**config.mk**
```make
export PLATFORM = sky130hd
export DESIGN_NAME = sm_warp_scheduler
export DESIGN_NICKNAME = d
export VERILOG_FILES = /design/src/rtl/sm_warp_scheduler_pkg.sv /design/src/rtl/sm_rr_arbiter.sv /design/src/rtl/sm_warp_scheduler.sv
export SDC_FILE = /design/constraint.sdc
export NUM_CORES = 1
export LEC_CHECK = 0
export CAP_MARGIN = 0
export CORE_AREA = 2 2 79 81
export CTS_CLUSTER_DIAMETER = 40
export DETAILED_ROUTE_END_ITERATION = 12
export DIE_AREA = 0 0 81 83
export PLACE_DENSITY_LB_ADDON = 0.2
export SYNTH_ARGS = -nofsm -noshare
export SYNTH_HDL_FRONTEND = slang
export SYNTH_SLANG_ARGS = --single-unit
```
**constraint.sdc**
```tcl
create_clock -name clk -period 2.72 [get_ports clk]
set_input_delay 0.408 -clock clk [delete_from_list [all_inputs] [get_ports clk]]
set_output_delay 0.408 -clock clk [all_outputs]
set_load 0.02 [all_outputs]
```
**src/rtl/sm_warp_scheduler_pkg.sv**
```systemverilog
// Shared constants for the SM warp issue scheduler and its arbiter.
//   NUM_WARP_DEF   : default warps per SM
//   DEPTH_WARP_DEF : default warp id width, clog2(NUM_WARP_DEF)
//   BARRIER_ENABLE : 0 compiles barrier parking out (waiting stays 0)
package sm_warp_scheduler_pkg;

  localparam int NUM_WARP_DEF   = 8;
  localparam int DEPTH_WARP_DEF = $clog2(NUM_WARP_DEF);
  localparam bit BARRIER_ENABLE = 1'b1;

endpackage

```
**src/rtl/sm_rr_arbiter.sv**
```systemverilog
// Combinational rotating-priority arbiter.
// Searches req starting at ptr+1 and wraps modulo N; the first set bit wins.
//   req      [N]  request vector
//   ptr      [W]  last granted index (lowest priority this round)
//   grant_oh [N]  one-hot grant, zero when nothing requests
//   grant_id [W]  index of the grant, zero when nothing requests
//   any           at least one request present
module sm_rr_arbiter #(
  parameter int N = 8,
  parameter int W = 3
) (
  input  logic [N-1:0] req,
  input  logic [W-1:0] ptr,
  output logic [N-1:0] grant_oh,
  output logic [W-1:0] grant_id,
  output logic         any
);

  always_comb begin
    grant_oh = '0;
    grant_id = '0;
    any      = 1'b0;
    for (int i = 1; i <= N; i++) begin
      if (!any && req[(int'(ptr) + i) % N]) begin
        any                          = 1'b1;
        grant_oh[(int'(ptr) + i) % N] = 1'b1;
        grant_id                     = W'((int'(ptr) + i) % N);
      end
    end
  end

endmodule

```
**src/rtl/sm_warp_scheduler.sv**
```systemverilog
// Per-SM warp issue scheduler. Tracks active and barrier-parked warps,
// picks one eligible warp per cycle round-robin and presents it on a
// registered valid/ready port; pops the instruction buffer on handshake.
//   clk, rst_n                      clock, async active-low reset
//   warp_start_valid_i/_wid_i       warp launch
//   warp_end_valid_i/_wid_i         warp retire (EXIT)
//   barrier_valid_i/_wid_i          warp reached BAR
//   inst_buffer_has_data_i [NW]     per-warp buffer non-empty
//   stalled_warps_i        [NW]     scoreboard hazard mask
//   issue_valid_o/_wid_o, issue_ready_i   issue handshake
//   warp_to_issue_oh_o     [NW]     one-hot buffer pop
//   active_warps_o, barrier_waiting_o     status masks
module sm_warp_scheduler
  import sm_warp_scheduler_pkg::*;
#(
  parameter int NUM_WARP   = NUM_WARP_DEF,
  parameter int DEPTH_WARP = DEPTH_WARP_DEF
) (
  input  logic                  clk,
  input  logic                  rst_n,
  input  logic                  warp_start_valid_i,
  input  logic [DEPTH_WARP-1:0] warp_start_wid_i,
  input  logic                  warp_end_valid_i,
  input  logic [DEPTH_WARP-1:0] warp_end_wid_i,
  input  logic                  barrier_valid_i,
  input  logic [DEPTH_WARP-1:0] barrier_wid_i,
  input  logic [NUM_WARP-1:0]   inst_buffer_has_data_i,
  input  logic [NUM_WARP-1:0]   stalled_warps_i,
  output logic                  issue_valid_o,
  output logic [DEPTH_WARP-1:0] issue_wid_o,
  input  logic                  issue_ready_i,
  output logic [NUM_WARP-1:0]   warp_to_issue_oh_o,
  output logic [NUM_WARP-1:0]   active_warps_o,
  output logic [NUM_WARP-1:0]   barrier_waiting_o
);

  logic [NUM_WARP-1:0]   active, waiting, active_next, waiting_next;
  logic [NUM_WARP-1:0]   held, eligible, grant_oh;
  logic [DEPTH_WARP-1:0] rr_ptr, grant_id;
  logic                  grant_any, handshake, load;
  logic                  grant_oh_unused;

  assign grant_oh_unused = ^grant_oh;

  // The warp sitting in the output register is excluded so a single-entry
  // buffer is never granted twice before its pop lands.
  always_comb begin
    held = '0;
    if (issue_valid_o) held[issue_wid_o] = 1'b1;
  end

  assign eligible = active & inst_buffer_has_data_i & ~stalled_warps_i
                  & ~waiting & ~held;

  sm_rr_arbiter #(.N(NUM_WARP), .W(DEPTH_WARP)) u_arb (
    .req      (eligible),
    .ptr      (rr_ptr),
    .grant_oh (grant_oh),
    .grant_id (grant_id),
    .any      (grant_any)
  );

  assign handshake = issue_valid_o && issue_ready_i;
  assign load      = (!issue_valid_o || issue_ready_i) && grant_any;

  always_comb begin
    warp_to_issue_oh_o = '0;
    if (handshake) warp_to_issue_oh_o[issue_wid_o] = 1'b1;
  end

  // End is applied last so it overrides a same-cycle start or arrival.
  // Release fires once every remaining active warp is parked, including
  // the case where an end retires the last non-parked warp.
  always_comb begin
    active_next  = active;
    waiting_next = waiting;
    if (warp_start_valid_i) active_next[warp_start_wid_i] = 1'b1;
    if (BARRIER_ENABLE && barrier_valid_i && active[barrier_wid_i])
      waiting_next[barrier_wid_i] = 1'b1;
    if (warp_end_valid_i) begin
      active_next[warp_end_wid_i]  = 1'b0;
      waiting_next[warp_end_wid_i] = 1'b0;
    end
    if (|active_next && (waiting_next == active_next)) waiting_next = '0;
  end

  always_ff @(posedge clk or negedge rst_n) begin
    if (!rst_n) begin
      active        <= '0;
      waiting       <= '0;
      rr_ptr        <= DEPTH_WARP'(NUM_WARP - 1);
      issue_valid_o <= 1'b0;
      issue_wid_o   <= '0;
    end else begin
      active  <= active_next;
      waiting <= waiting_next;
      if (load) begin
        issue_valid_o <= 1'b1;
        issue_wid_o   <= grant_id;
        rr_ptr        <= grant_id;
      end else if (handshake) begin
        issue_valid_o <= 1'b0;
      end
    end
  end

  assign active_warps_o    = active;
  assign barrier_waiting_o = waiting;

endmodule
```
==> summary.txt, run 1 <==
Status
  – Status: finished with violations
  – Failing checks: setup timing

Clock tree
  – H-tree depth: 1
  – Clock sinks: 23
  – Inserted Clock Buffers: 3
  – TritonCTS clock tree: yes
  – CTS max path bufs: 2
  – CTS Hold Bufs: 0
  – Reg clk slew, reported paths: 0.10 ns
  – Worst skew pair latency: 0.27 ns
  – Root buffer selected by CTS: clkbuf_8

Critical path
  – Nature of the critical path endpoint: flop
  – Crit-path max FO: 3
  – Worst EP required: 2.92 ns
  – Worst Path Arrival: 3.00 ns
  – Setup crit start kind: input port
  – Critical path class: in2reg

Placed design
  – Hpwl dp: 7910 um
  – Placer Congestion: ~1.0
  – Inst Count DP: 515
  – Post-place setup slack: -0.551 ns
  – Port bufs: slightly below 60

Global routing
  – Largest net degree at the start of global routing: 24
  – Antenna violations before repair: 0
  – Global Route Usage Sum: between 30% and 40%
  – Gr ovfl total: 0
  – Vias in the first global route: 3,083
  – First-pass GRT wire length: 16,100 um

Die
  – Die W: 81 um
  – I/O pin total: 59
  – Initial Util: 43.8%
  – Die Ht: between 80 and 90 um
  – Rows: 28
  – Die footprint: slightly below 0.007 sq mm
  – Core footprint: 0.00582 sq mm

STA
  – Post-route minimum period: 2.81 ns
  – Slew @ Worst Pin: 0.547 ns
  – Final setup vio count: 6
  – Relative max-transition margin: 63.3%
  – RSZ-0062 raised after global routing: true
  – Final WS setup: -0.0885 ns
  – Final Hold Fails: 0
  – Clock Skews: 0.00991 ns
  – Fin. max-slew vios: 0
  – Period Utilization, post-route: 103%
  – F_max: between 300 and 400 MHz

Synth
  – Share of the synthesized area in the top cell type: 19.6%
  – Yosys Warn Count: 0
  – Count of different cell masters after synthesis: 78
  – Post-synthesis net count: ~320
  – Asr flop ratio synth: 100%
  – Yosys top cell by area: dfrtp_1
  – Post-synth EDFFs: 0
  – Main flop type after synthesis: dfrtp_1
  – Mapped cell area: 0.00255 sq mm
  – Sequential share of the synthesized area: between 20% and 30%
  – Yosys reg bits: 23
  – Post-Syn Instances: slightly below 300
  – Avg Cell Area, Syn: between 8 and 9 sq um
  – Synth top area cells: dfrtp_1 (20%), nor2_1 (6.0%), mux4_2 (5.3%)

Routing
  – DRT iter0 DRCs: 270
  – Pre-Repair DR Iteration Count: 5
  – Vias/cell: 5.99
  – DR vias: between 3k and 4k
  – Drt wl/cell: approximately 19 um
  – DRC viols: 0
  – Final ANT Viol Nets: 0
  – Final wirelength: 10,000 um

Cells and area
  – Non-filler cells, final: ~530
  – Layout area overhead: 65.8%
  – Nets@finish: just under 500
  – Most common cell after layout, fill and taps aside: buf_4
  – Most frequent cells in the layout: buf_4 (109), clkdlybuf4s50_1 (56), nor2_1 (41), nor3_1 (20), dfrtp_1 (17)
  – N_diodes: 0
  – Share of layout cells above drive strength 1: 39.2%

Pwr
  – Pwr Density: 1010 mW/mm^2
  – Leakage: ~1.8 nW
  – Peak supply drop: approximately 0.00086 V

Job
  – Max cap viols: 0

Hold path
  – Worst hold path type: in2async
[per-stage QoR]
stage	TNS (ns)	util, %	hold slack (ns)	area, sq um	power, mW
after global routing	-0.859	72.7	0.537	4230	4.51
after CTS	-0.209	71.5	0.501	4160	4.09
after floorplan	0	-	0.112	2560	2.31
final	-0.408	72.7	0.483	4230	4.25
after detailed placement	-6.74	67.6	0.660	3930	3.61
after global placement	-6.67	67.6	0.643	3930	3.60
[flip-flops by register name (all words and copies together) (netlist names)]
| signal | flops |
|---|---|
| active_warps_o | 8 |
| rr_ptr | 3 |
| barrier_waiting_o | 8 |
| issue_wid_o | 3 |
| issue_valid_o | 1 |
[synthesized netlist by cell type, types with 2 or more instances]
| cell | number |
|---|---|
| a31oi_1 | 9 |
| a21o_1 | 3 |
| dfstp_2 | 3 |
| a221o_1 | 2 |
| nor2_1 | 41 |
| o21ai_1 | 2 |
| a21oi_1 | 13 |
| o221ai_1 | 3 |
| o21ai_0 | 13 |
| mux2_2 | 3 |
| o22ai_1 | 3 |
| a22oi_1 | 2 |
| nand2b_1 | 6 |
| and2_1 | 3 |
| dfrtp_1 | 20 |
| nand4bb_1 | 4 |
| mux4_2 | 6 |
| o32ai_1 | 3 |
| inv_1 | 10 |
| nor4_1 | 4 |
| clkbuf_1 | 4 |
| ha_1 | 2 |
| mux2_1 | 2 |
| nor3_1 | 22 |
| nand2_1 | 13 |
| buf_6 | 2 |
| a211oi_1 | 8 |
| mux2i_1 | 5 |
| buf_2 | 4 |
| nor3b_1 | 2 |
| or2_4 | 2 |
| nand3_1 | 6 |
| or2b_1 | 3 |
| and4bb_2 | 4 |
| a41oi_1 | 3 |
| or4_1 | 2 |
| o211a_1 | 4 |
| mux4_1 | 3 |
| xnor2_1 | 2 |
| nor2b_1 | 7 |
[cell families (layout without fill, tap and decap cells)]
family / Yosys count / in the layout / synth area share [%]
AO/OA/AOI/OAI: 86 / 86 / 25.3
AND/OR/NAND/NOR: 134 / 134 / 31.8
flip-flops: 23 / 23 / 22.7
multiplexers: 20 / 20 / 13.4
XOR/XNOR: 4 / 4 / 1.67
adder cells (fa/ha/maj): 2 / 2 / 0.981
buffers and inverters: 22 / 185 / 4.02
[worst max-delay path, cell delays in order]
cell	delay, ns
clkdlybuf4s50_1	0.45
and4bb_2	0.26
o21ai_1	0.17
mux2i_1	0.17
buf_4	0.17
mux4_2	0.53
o21bai_1	0.21
a211oi_1	0.33
o221ai_2	0.17
o21ai_1	0.13
[final cells by class]
class                      instances  area [sq um]
fill                             478          1590
tap                               75          93.8
multi-input combinational        246          2030
sequential                        23           583
clock buffer                       3          41.3
timing repair buffer             169          1420
inverter                          12          46.3
clock inverter                     1          7.51
[power by group]
group	total [mW]	switching [mW]	internal [mW]
combinational	3.38	1.69	1.69
sequential	0.638	0.159	0.478
clock	0.233	0.129	0.104
total	4.25	1.98	2.28
[path summary, 6_finish.rpt]
path | slack, ns | cells after the start | to | from
max in group asynchronous | 1.91 | 2 | rr_ptr[1] | rst_n
max reg2reg | -0.08 | 10 | issue_wid_o[1] | issue_wid_o[0]
min in group clk | 0.71 | 3 | active_warps_o[0] | active_warps_o[0]
min reg2reg | 0.71 | 3 | active_warps_o[0] | active_warps_o[0]
max | -0.09 | 10 | rr_ptr[0] | stalled_warps_i[3]
min | 0.48 | 2 | active_warps_o[2] | rst_n
[repair_timing]
action | 4_1_cts | 5_1_grt
pin swaps | 14 | 10
setup endpoints to repair | 14 | 14
buffers inserted | 8 | 2
resized for setup | 29 | 13
[routing by layer]
layer | vias up | wire, um | share of wire, % | GRT usage, %
li1 | 1478 | - | - | -
met1 | 1524 | 4770 | 48 | 47.8
met2 | 155 | 4260 | 43 | 42.5
met3 | 14 | 817 | 8.1 | 6.52
met4 | 0 | 176 | 1.8 | 7.24
met5 | - | 0 | 0 | 0
(Power assumes the default switching activity.)
==> run 2: changes to the inputs <==
==> constraint.sdc (replaced) <==
create_clock -name clk -period 2.4 [get_ports clk]
set_input_delay 0.36 -clock clk [delete_from_list [all_inputs] [get_ports clk]]
set_output_delay 0.36 -clock clk [all_outputs]
set_load 0.02 [all_outputs]
==> run 2 against run 1 <==
- the flow still finishes with violations (setup timing)
- count of clock-buffer cells in the layout unchanged
- setup slack got worse by 0.33 ns
- clock skew rose by 0.00061 ns
- non-clock buffer count is 36 higher
- sequential share of layout area decreased by 1.3 points
- register-to-register slack lost 0.34 ns
- first-iteration DRC count grew 6.3%
- critical path depth shrank 2
- critical path type is now reg2reg
- hold slack worse by 0.050 ns
- sequential power increased by 12%
==> summary.txt, run 2 (synthesis results as in run 1) <==
Status
  – Status: finished with violations
  – Failing checks: setup timing

Global routing
  – Largest net degree at the start of global routing: 24 (unchanged)
  – Vias in the first global route: 3,257 (+5.6%)
  – Met2 usage: 49.4% (+6.8 points)
  – Global Route Usage Sum: 33.0% (+2.3 points)
  – Met1 Resource Use GR: 50.0% (+2.2 points)
  – Antenna violations before repair: 0 (unchanged)
  – First-pass GRT wire length: 17,000 um (+6.0%)
  – Met3 usage: 4.67% (-1.8 points)
  – Gr ovfl total: 0 (unchanged)
  – GRT busiest layer: met1

Routing
  – Final ANT Viol Nets: 0 (unchanged)
  – Vias/cell: 5.93 (-1.1%)
  – Drt wl/cell: 19.1 um (+0.92%)
  – DRT iter0 DRCs: 287 (+6.3%)
  – DRC viols: 0 (unchanged)
  – Pre-Repair DR Iteration Count: 4 (-1)
  – Final wirelength: 10,800 um (+7.8%)
  – DR vias: 3,351 (+5.7%)

STA
  – RSZ-0062 raised after global routing: true
  – Final WS setup: -0.420 ns (-0.331 ns)
  – Post-route minimum period: 2.82 ns
  – F_max: 355 MHz
  – Fin. max-slew vios: 0 (unchanged)
  – Period Utilization, post-route: 117%
  – Final Hold Fails: 0 (unchanged)
  – Slew @ Worst Pin: 0.441 ns (-0.106 ns)
  – Final setup vio count: 15 (+9)
  – Setup TNS: -3.98 ns (-3.58 ns)
  – Relative max-transition margin: 69.8% (+6.4 points)
  – Clock Skews: 0.0105 ns (+0.000614 ns)

Job
  – Max cap viols: 0 (unchanged)

Die
  – Die Ht: 83 um (unchanged)
  – Die W: 81 um (unchanged)
  – I/O pin total: 59 (unchanged)
  – Core footprint: 0.00582 sq mm (unchanged)
  – Initial Util: 43.8% (unchanged)
  – Die footprint: 0.00672 sq mm (unchanged)
  – Rows: 28 (unchanged)

Cells and area
  – Most frequent cells in the layout: buf_4 (138), clkdlybuf4s50_1 (55), nor2_1 (40), nor3_1 (14), nand2_1 (13)
  – N_diodes: 0 (unchanged)
  – Reg area: 589 sq um (+1.1%)
  – Most common cell after layout, fill and taps aside: buf_4
  – Design Area, Final: 0.00471 sq mm (+11%)
  – Area taken by multi-input logic gates: 0.00221 sq mm (+8.8%)
  – Fill cells: 383 (-20%)
  – Layout area overhead: 84.9%
  – Share of layout cells above drive strength 1: 48.0% (+8.8 points)
  – Nets@finish: 524 (+7.4%)

Critical path
  – Reg2reg start: issue_wid_o[1]
  – Reg2reg path depth: 8 (-2)
  – Nature of the critical path endpoint: flop
  – Most common cell on crit path: or2_4
  – Critical path class: reg2reg
  – Worst EP required: 2.60 ns (-0.32 ns)
  – Max incr delay on CP: 0.55 ns (+0.02 ns)
  – Reg2reg end: rr_ptr[2]
  – Crit-path max FO: 7 (+4)
  – Worst Path Arrival: 3.02 ns (+0.02 ns)
  – Setup crit start kind: flop
  – R2r setup slk: -0.42 ns (-0.34 ns)
  – Crit-path slowest cell: mux4_2
  – Crit-path cells: nor4bb_4 > or2_4 > buf_6 > mux2i_4 > mux4_2 > or2_4 > or4_4 > o211ai_1

Placed design
  – Hpwl dp: 8520 um (+7.6%)
  – Post-place setup slack: -0.693 ns (-0.142 ns)
  – Placer Congestion: 1.12 (+8.5%)
  – Cell Area, Placed: 0.00429 sq mm (+9.0%)
  – Port bufs: 58 (unchanged)

Hold path
  – Worst hold path type: in2async

Pwr
  – Leakage: 2.01 nW (+13%)
  – Peak supply drop: 0.00107 V (+24%)
  – Pwr Density: 1160 mW/mm^2 (+15%)

Clock tree
  – Root buffer selected by CTS: clkbuf_8
  – Worst skew pair latency: 0.28 ns (about the same)
  – CTS max path bufs: 2 (unchanged)
  – Clock sinks: 23 (unchanged)
  – TritonCTS clock tree: yes
  – H-tree depth: 1 (unchanged)
  – Inserted Clock Buffers: 3 (unchanged)
  – Reg clk slew, reported paths: 0.10 ns (about the same)
  – CTS Hold Bufs: 0 (unchanged)
run 2: cell types whose count changed in the layout (fill, tap and decap cells not counted), sizes merged:
cell,change
dlygate4sd2,+2
clkdlybuf4s50,-1
buf,+36
dlymetal6s2s,-1
run 2: layer usage:
| metal | part of all wire, % | up-vias |
|---|---|---|
| li1 | - | 1549 |
| met1 | 47 | 1645 |
| met4 | 1.7 | 0 |
| met5 | 0 | - |
| met2 | 44 | 141 |
| met3 | 7.2 | 16 |
run 2: worst max-delay path by stage:
| stage | start | cells after the start | slack, ns | to |
|---|---|---|---|---|
| 5_1_grt | issue_wid_o[2] | 10 | -0.54 | issue_wid_o[1] |
| 6_report | issue_wid_o[1] | 8 | -0.42 | rr_ptr[2] |
| 4_1_cts | issue_wid_o[1] | 8 | -0.38 | rr_ptr[2] |
| 2_1_floorplan | issue_wid_o[1] | 8 | -0.23 | rr_ptr[2] |
| 3_3_place_gp | stalled_warps_i[3] | 9 | -0.67 | issue_wid_o[0] |
| 3_5_place_dp | stalled_warps_i[7] | 11 | -0.69 | issue_wid_o[1] |
run 2: report_power, final:
part | switching, mW | internal, mW | total (mW)
combinational | 2.17 | 2.31 | 4.48
sequential | 0.170 | 0.546 | 0.716
clock | 0.144 | 0.118 | 0.262
run 2: metrics by stage:
| step | util [%] | instances | hold WS (ns) | total power, mW |
|---|---|---|---|---|
| after floorplan | - | 291 | 0.0644 | 2.76 |
| after detailed placement | 73.7 | 548 | 0.679 | 4.48 |
| final | 81.1 | 565 | 0.433 | 5.46 |
| after global placement | 73.7 | 548 | 0.678 | 4.45 |
| after CTS | 78.7 | 565 | 0.450 | 5.08 |
| after global routing | 81.1 | 565 | 0.464 | 5.77 |
run 2: cell type report:
type                            count  area share, %
Timing Repair Buffer              205           36.5
Clock inverter                      1          0.159
Inverter                           12          0.982
Clock buffer                        3          0.876
Sequential cell                    23           12.5
Tap cell                           75           1.99
Multi-Input combinational cell    246           46.9
run 2: critical path, delay by kind of cell, from the launching register on:
| family | cells | cell delay, ns |
|---|---|---|
| simple gates | 4 | 1.43 |
| buf+inv | 1 | 0.10 |
| mux | 2 | 0.62 |
| flops | 1 | 0.50 |
| compound gates | 1 | 0.10 |
run 2: repair_timing:
action                                  in CTS  in global routing
setup buffers                               13                  1
pin swaps                                   13                 12
endpoints found under the setup margin      15                 15
gates resized for setup                     38                 23
